**src/rtl/mac_accum.sv**
```systemverilog
// mac_accum: signed 8x8 multiply-accumulate neuron stage.
// Loads a bias, sums VEC_LEN act*wgt products, then emits a rescaled
// 16-bit result with a one-cycle OUT_VALID pulse.
//
// Ports:
//   CLKEXT    clock, rising edge
//   RST       synchronous reset, active-high
//   START     begin a neuron (sampled in IDLE only)
//   BIAS_IN   signed bias in product scale, sampled with START
//   VEC_LEN   beat count, sampled with START (0 = bias-only)
//   IN_VALID  ACT_IN/WGT_IN carry a beat this cycle
//   ACT_IN    signed activation
//   WGT_IN    signed weight
//   BUSY      high while accumulating or emitting
//   OUT_VALID one-cycle pulse when MAC_OUT is updated
//   MAC_OUT   signed result, held until the next one
//
// Build option: MAC_SATURATE_EN clamps the result to the signed
// 16-bit range; without it the result wraps (low 16 bits).

module mac_accum #(
  parameter int ACC_W      = 26,
  parameter int VEC_LEN_W  = 10,
  parameter int FRAC_SHIFT = 7
) (
  input  logic                 CLKEXT,
  input  logic                 RST,
  input  logic                 START,
  input  logic [15:0]          BIAS_IN,
  input  logic [VEC_LEN_W-1:0] VEC_LEN,
  input  logic                 IN_VALID,
  input  logic [7:0]           ACT_IN,
  input  logic [7:0]           WGT_IN,
  output logic                 BUSY,
  output logic                 OUT_VALID,
  output logic [15:0]          MAC_OUT
);

  typedef enum logic [1:0] {
    S_IDLE,
    S_ACCUM,
    S_OUTPUT
  } state_e;

  state_e                 state_q;
  logic signed [ACC_W-1:0] acc_q;
  logic [VEC_LEN_W-1:0]   cnt_q;
  logic [VEC_LEN_W-1:0]   len_q;
  logic                   busy_q;
  logic                   out_valid_q;
  logic [15:0]            mac_q;

  logic signed [15:0]      prod_d;
  logic signed [ACC_W-1:0] prod_ext_d;
  logic signed [ACC_W-1:0] bias_ext_d;
  logic                    last_beat_d;
  logic [15:0]             fit_d;

  // 16x16 on sign-extended operands; the low 16 bits are the exact
  // signed 8x8 product.
  assign prod_d = $signed({{8{ACT_IN[7]}}, ACT_IN})
                * $signed({{8{WGT_IN[7]}}, WGT_IN});

  assign prod_ext_d = {{(ACC_W-16){prod_d[15]}}, prod_d};
  assign bias_ext_d = {{(ACC_W-16){BIAS_IN[15]}}, BIAS_IN};

  assign last_beat_d = (cnt_q == len_q - VEC_LEN_W'(1));

`ifdef MAC_SATURATE_EN
  logic signed [ACC_W-1:0] shr_d;
  logic                    fits_d;

  // Floor shift; the value fits when every bit above bit 15
  // matches bit 15.
  assign shr_d  = acc_q >>> FRAC_SHIFT;
  assign fits_d = (shr_d[ACC_W-1:15] == {(ACC_W-15){shr_d[15]}});

  always_comb begin
    fit_d = shr_d[15:0];
    if (!fits_d) begin
      fit_d = shr_d[ACC_W-1] ? 16'h8000 : 16'h7FFF;
    end
  end
`else
  // Low 16 bits of the arithmetic shift are just a slice of acc.
  assign fit_d = acc_q[FRAC_SHIFT +: 16];
`endif

  always_ff @(posedge CLKEXT) begin
    if (RST) begin
      state_q     <= S_IDLE;
      acc_q       <= '0;
      cnt_q       <= '0;
      len_q       <= '0;
      busy_q      <= 1'b0;
      out_valid_q <= 1'b0;
      mac_q       <= '0;
    end else begin
      out_valid_q <= 1'b0;
      unique case (state_q)
        S_IDLE: begin
          if (START) begin
            acc_q  <= bias_ext_d;
            cnt_q  <= '0;
            len_q  <= VEC_LEN;
            busy_q <= 1'b1;
            if (VEC_LEN == '0) begin
              state_q <= S_OUTPUT;
            end else begin
              state_q <= S_ACCUM;
            end
          end
        end
        S_ACCUM: begin
          if (IN_VALID) begin
            acc_q <= acc_q + prod_ext_d;
            cnt_q <= cnt_q + VEC_LEN_W'(1);
            if (last_beat_d) begin
              state_q <= S_OUTPUT;
            end
          end
        end
        S_OUTPUT: begin
          mac_q       <= fit_d;
          out_valid_q <= 1'b1;
          busy_q      <= 1'b0;
          state_q     <= S_IDLE;
        end
        default: begin
          busy_q  <= 1'b0;
          state_q <= S_IDLE;
        end
      endcase
    end
  end

  assign BUSY      = busy_q;
  assign OUT_VALID = out_valid_q;
  assign MAC_OUT   = mac_q;

endmodule

```
**config.mk**
```make
export PLATFORM = sky130hd
export DESIGN_NAME = mac_accum
export DESIGN_NICKNAME = d
export VERILOG_FILES = /design/src/rtl/mac_accum.sv
export SDC_FILE = /design/constraint.sdc
export NUM_CORES = 1
export LEC_CHECK = 0
export ABC_AREA = 1
export CORE_ASPECT_RATIO = 0.7
export CORE_MARGIN = 4
export CORE_UTILIZATION = 30
export CTS_CLUSTER_SIZE = 10
export DETAILED_ROUTE_END_ITERATION = 12
export DONT_BUFFER_PORTS = 1
export MAX_ROUTING_LAYER = met4
export SYNTH_ARGS = -nofsm -noshare
export SYNTH_HDL_FRONTEND = slang
export SYNTH_SLANG_ARGS = --single-unit
```
**constraint.sdc**
```tcl
create_clock -name CLKEXT -period 6.4 [get_ports CLKEXT]
set_input_delay 1.6 -clock CLKEXT [delete_from_list [all_inputs] [get_ports CLKEXT]]
set_output_delay 1.6 -clock CLKEXT [all_outputs]
set_load 0.1 [all_outputs]
```
### After elaboration in Yosys (flattened, before gate mapping)

Cells that the tools add are included.

| storage, ports and cells | value |
|---|---|
| input bits | 46 |
| register bits after elaboration | 66 |
| output and inout bits | 18 |
| word-level logic and storage cells | 39 |

| operators by class | value |
|---|---|
| reductions and logical operators | 7 |
| eq/ne operators | 6 |
| multipliers | 1 |
| mux-type cells | 14 |
| bitwise operators | 1 |
| $add $sub $neg | 3 |

Operators by type and width:

| cell | count |
|---|---|
| $mux W26 | 2 |
| $pmux W26 S2 | 1 |
| $add A26 B16 Y26 | 1 |
| $mux W10 | 2 |
| $pmux W10 S2 | 1 |
| $mul A8 B8 Y16 | 1 |
| $add A10 B1 Y10 const B | 1 |
| $eq A10 B10 Y1 | 1 |
| $logic_not A10 Y1 | 1 |
| $sub A10 B1 Y10 const B | 1 |
| $mux W2 | 4 |
| $ne A2 B2 Y1 const B | 3 |
| $reduce_and A3 Y1 | 2 |
| $pmux W2 S2 | 1 |
| $reduce_and A2 Y1 | 2 |
| $eq A2 B1 Y1 const B | 1 |
| $eq A2 B2 Y1 const B | 1 |
| $logic_not A2 Y1 | 1 |
| $mux W1 | 2 |
| $pmux W1 S2 | 1 |
| $reduce_bool A2 Y1 | 1 |
| $not A1 Y1 | 1 |

### Longest topological paths before layout

| logic depth | value |
|---|---|
| depth after elaboration | 5 |
| mapped depth | 21 |
| mapped depth without buffers | 20 |

### Worst setup path after synthesis

OpenSTA, ideal clock, no wires.

| timing | value |
|---|---|
| path type | in2reg |
| start point | input WGT_IN[0] |
| end point | register acc_q[22] |
| library setup time | 0.135 ns |
| setup slack | 0.311 ns |
| data required time | 6.265 ns |
| arrival | 5.954 ns |
| path buffers | 1 |
| cell stages on the path | 17 |
| cell sequence | clkbuf_1 nand2_1 inv_1 fa_1 fa_1 fa_1 fa_1 ha_1 ha_1 nand2_1 nor2_1 nand2_1 nor3_1 nand3b_1 nand3_1 nand3_1 a21oi_1 |

| on the way | value |
|---|---|
| longest elaborated chain between the ends | 4 |

Ends and longest elaborated chain:

| element | RTL line | text |
|---|---|---|
| from (decl) | 33 | `input logic [7:0] WGT_IN,` |
| $mul A8 B8 Y16 | 62 | `* $signed({{8{WGT_IN[7]}}, WGT_IN});` |
| $add A26 B16 Y26 | 116 | `acc_q <= acc_q + prod_ext_d;` |
| $mux W26 | 115 | `if (IN_VALID) begin` |
| $pmux W26 S2 | 100 | `unique case (state_q)` |
| to (signal assigned) | 103 | `acc_q <= bias_ext_d;` |
| to (signal assigned) | 116 |  |
| to (decl) | 46 | `logic signed [ACC_W-1:0] acc_q;` |

Every way passes these cells. The select of a mux whose other input is x is not followed.
A chain may end at the register's enable or synchronous reset.

### Worst setup path in the final report

| timing | value |
|---|---|
| start point | input WGT_IN[7] |
| end point | register acc_q[22] |

Same word-level chain as after synthesis.

==> impl_metrics.yaml <==
finish:
  fillCellCount: 2463
  synthToLayoutAreaGrowth_pct: 9.84
  fin_util_pct: 33.7
  nNetsFinal: 1100
  final_cell_count_no_fill: 1217
  drive_gt1_share_pct: 4.20
  diodes: 0
floorplan:
  die_h_um: 136
  die_w_um: 191
  num_io_pins: 64
  dieArea_sq_um: 25900
  rows: 46
  start_util_pct: 30.7
  core_area_sq_um: 22800
power:
  power_density_nw_per_um2: 605
  total_leakage_power_nw: 3.89
  ir_drop_mv: 0.286
grt:
  overflow: 0
  grt_max_degree: 49
  grt_pass1_vias: 5730
  grt_use_met3_pct: 3.98
  busiest_layer: "met2"
  antenna_found_initial: 0
  grt_first_pass_wirelength_um: 30400
  grt.met1_usage_pct: 22.0
  globalRouteMet2Util_pct: 22.1
  grt_use_total_pct: 15.1
worst_setup_path:
  cp-endpoint: "acc_q[22]"
  cp_common_cell: "fa_1"
  ff2ff_path_depth: 20
  crit_path_start_kind: "input port"
  worstSetupPathType: "input port to register"
  rrSetupSlack_ns: 1.85
  reg2reg_from: "acc_q[4]"
  crit_path_cell_trace: "clkinv_1 > or2_2 > fa_1 > fa_1 > inv_1 > fa_1 > fa_1 > fa_1 > ha_1 > inv_1 > nor3_1 > nand2_1 > nor3_1 > nand3b_1 > nand3_1 > nand3_1 > a21oi_1"
  slowest_stage: "fa_1"
  reg2reg_to: "acc_q[20]"
  worst_path_largest_cell_delay_ns: 0.57
  end_kind: "register"
  arrival_ns: 6.01
  crit_fanout: 4
  cp-startpoint: "WGT_IN[7]"
  required_ns: 6.59
sta:
  tightestPinTransition_ns: 1.04
  timing.fmax_ghz: 0.172
  fin_skew_ns: 0.00307
  setup_slack_ns: 0.585
  final_max_slew_viol_count: 0
  holdWs_ns: 0.502
  hold_viol: 0
  setup_viol: 0
  finalCriticalPeriod_ns: 5.81
  slew_headroom_pct: 30.5
  rsz0062_at_grt: "no"
  period_share_pct: 90.9
  fin_setup_tns_ns: 0
detailed_routing:
  drt-wirelength-per-cell_um: 14.8
  ant_nets: 0
  routed_wl_um: 18100
  drt_iter0_drc: 358
  viasPerCell: 4.61
  vias: 5614
  drt_first_pass_iters: 5
  drc_errors: 0
clocking:
  clock_latency_ns: 0.33
  clk_pin_slew_worst_paths_ns: 0.06
  holdBufCountCts: 0
  htree_levels: 3
  clock-sinks: 63
  post-cts-setup-buffer-count: 0
  cts.root.buffer_cell: "clkbuf_16"
  cts_resized: 0
  cts_tree: "yes"
  clock_path_buffers: 2
  cts_made_buffers: 9
placed_design:
  port_buffers: 0
  hpwl_um: 15300
  preCtsSetupSlack_ns: 0.246
  dp_cells: 1201
  gp_congestion: 0.901
yosys:
  synthesis.nets: 1111
  syn_inst: 911
  synth.distinct_cells: 38
  synth_edf_count: 0
  synth_seq_cells: 63
  avgSynthCellArea_sq_um: 7.70
  ys_warn_count: 0
  synth_seq_area_share_pct: 18.0
  ys_async_sr_fraction_pct: 0
  syn_area_sq_um: 7020
  synth-main-ff-cell: "dfxtp_1"
run_status:
  outcome: "complete, no violations"
hold_path:
  min_path_type: "register to register"
flow_run:
  cap_violations: 0
## critical path, delay by kind of cell
family	cells	cell delay, ns
and+or+nand+nor	7	1.23
AOI/OAI and AO/OA	1	0.07
buffers and inverters	3	0.20
adders and majority gates	6	2.90
## per-stage QoR
stage | instance area (sq um) | power [mW]
after floorplan | 7020 | 3.17
after global placement | 7360 | 4.07
after detailed placement | 7360 | 4.03
after CTS | 7710 | 4.67
after global routing | 7710 | 5.20
final | 7710 | 4.67
## area by class of cell
type | instances | area, sq um | area share (%)
inverters | 157 | 592 | 7.68
clock inverters | 6 | 108 | 1.40
well taps | 312 | 390 | 5.07
repair buffers | 11 | 82.6 | 1.07
clock buffers | 10 | 239 | 3.10
multi-input cells | 658 | 5030 | 65.3
flip-flops and latches | 63 | 1260 | 16.4
## registers in the layout, summed over array words and instances (netlist names)
| register | flops |
|---|---|
| len_q | 10 |
| cnt_q | 10 |
| state_q | 2 |
| MAC_OUT | 16 |
| BUSY | 1 |
| acc_q | 23 |
| OUT_VALID | 1 |
## worst min path at each step
stage              from  endpoint  slack [ns]  depth (start not counted)
2_1_floorplan  cnt_q[8]  cnt_q[8]        0.46                          1
3_3_place_gp   cnt_q[8]  cnt_q[8]        0.49                          1
3_5_place_dp   cnt_q[8]  cnt_q[8]        0.50                          1
4_1_cts        cnt_q[8]  cnt_q[8]        0.51                          1
5_1_grt        cnt_q[8]  cnt_q[8]        0.53                          1
6_report       cnt_q[8]  cnt_q[8]        0.50                          1
## layer usage
| layer | vias to the layer above | share of wire [%] |
|---|---|---|
| li1 | 2820 | - |
| met1 | 2679 | 52 |
| met2 | 111 | 42 |
| met3 | 4 | 5.8 |
| met4 | 0 | 0.13 |
| met5 | - | 0 |
## synthesized netlist by cell type, types with 2 or more instances
master,instances,area (sq um)
buf_2,4,20.0
nor4_1,3,18.8
o21bai_1,2,15.0
nand3_1,36,180
o22ai_1,4,25.0
nand2_1,170,638
nand2_2,2,12.5
clkbuf_1,28,105
nand4_1,4,25.0
or2_2,2,12.5
o21a_1,2,15.0
o21ai_0,69,345
fa_1,100,2000
clkinv_1,3,11.3
nor2_1,103,387
a21oi_1,55,275
nor3_1,6,30.0
xnor2_1,8,70.1
inv_1,152,571
dfxtp_1,63,1260
nand3b_1,9,67.6
ha_1,54,676
a31oi_1,8,50.1
xor2_1,10,87.6
## where the power goes
part,leakage [nW],internal [mW],switching (mW)
Sequential,0.517,0.450,0.126
Clock,0.168,0.389,0.180
Combinational,3.20,1.35,2.17
## cell usage in the layout (no fill, tap or decap), types with 2 or more instances in the layout
cell type and instances:
xnor2_1 8, a31oi_1 8, nor4_1 3, inv_1 152, xor2_1 10, ha_1 54, nand4_1 4, fa_1 100
o22ai_1 4, clkinv_2 2, clkbuf_16 9, a21oi_1 55, buf_4 11, or2_2 2, o21ai_0 69, nor2_1 103
nand2_1 170, nor3_1 6, dfxtp_1 63, o21bai_1 2, bufinv_16 3, nand2_2 2, nand3b_1 9, clkinv_1 3
o21a_1 2, nand3_1 36
## cell families (layout without fill, tap and decap cells)
family,count (synthesis),in the layout,synth area share [%]
and+or+nand+nor,342,342,20.6
buffers and inverters,190,184,10.3
adders and majority gates,154,154,38.2
AOI/OAI and AO/OA,144,144,10.8
DFF,63,63,18.0
xor gates and xnor gates,18,18,2.25
Note: power is estimated with default switching activity, not from simulation.
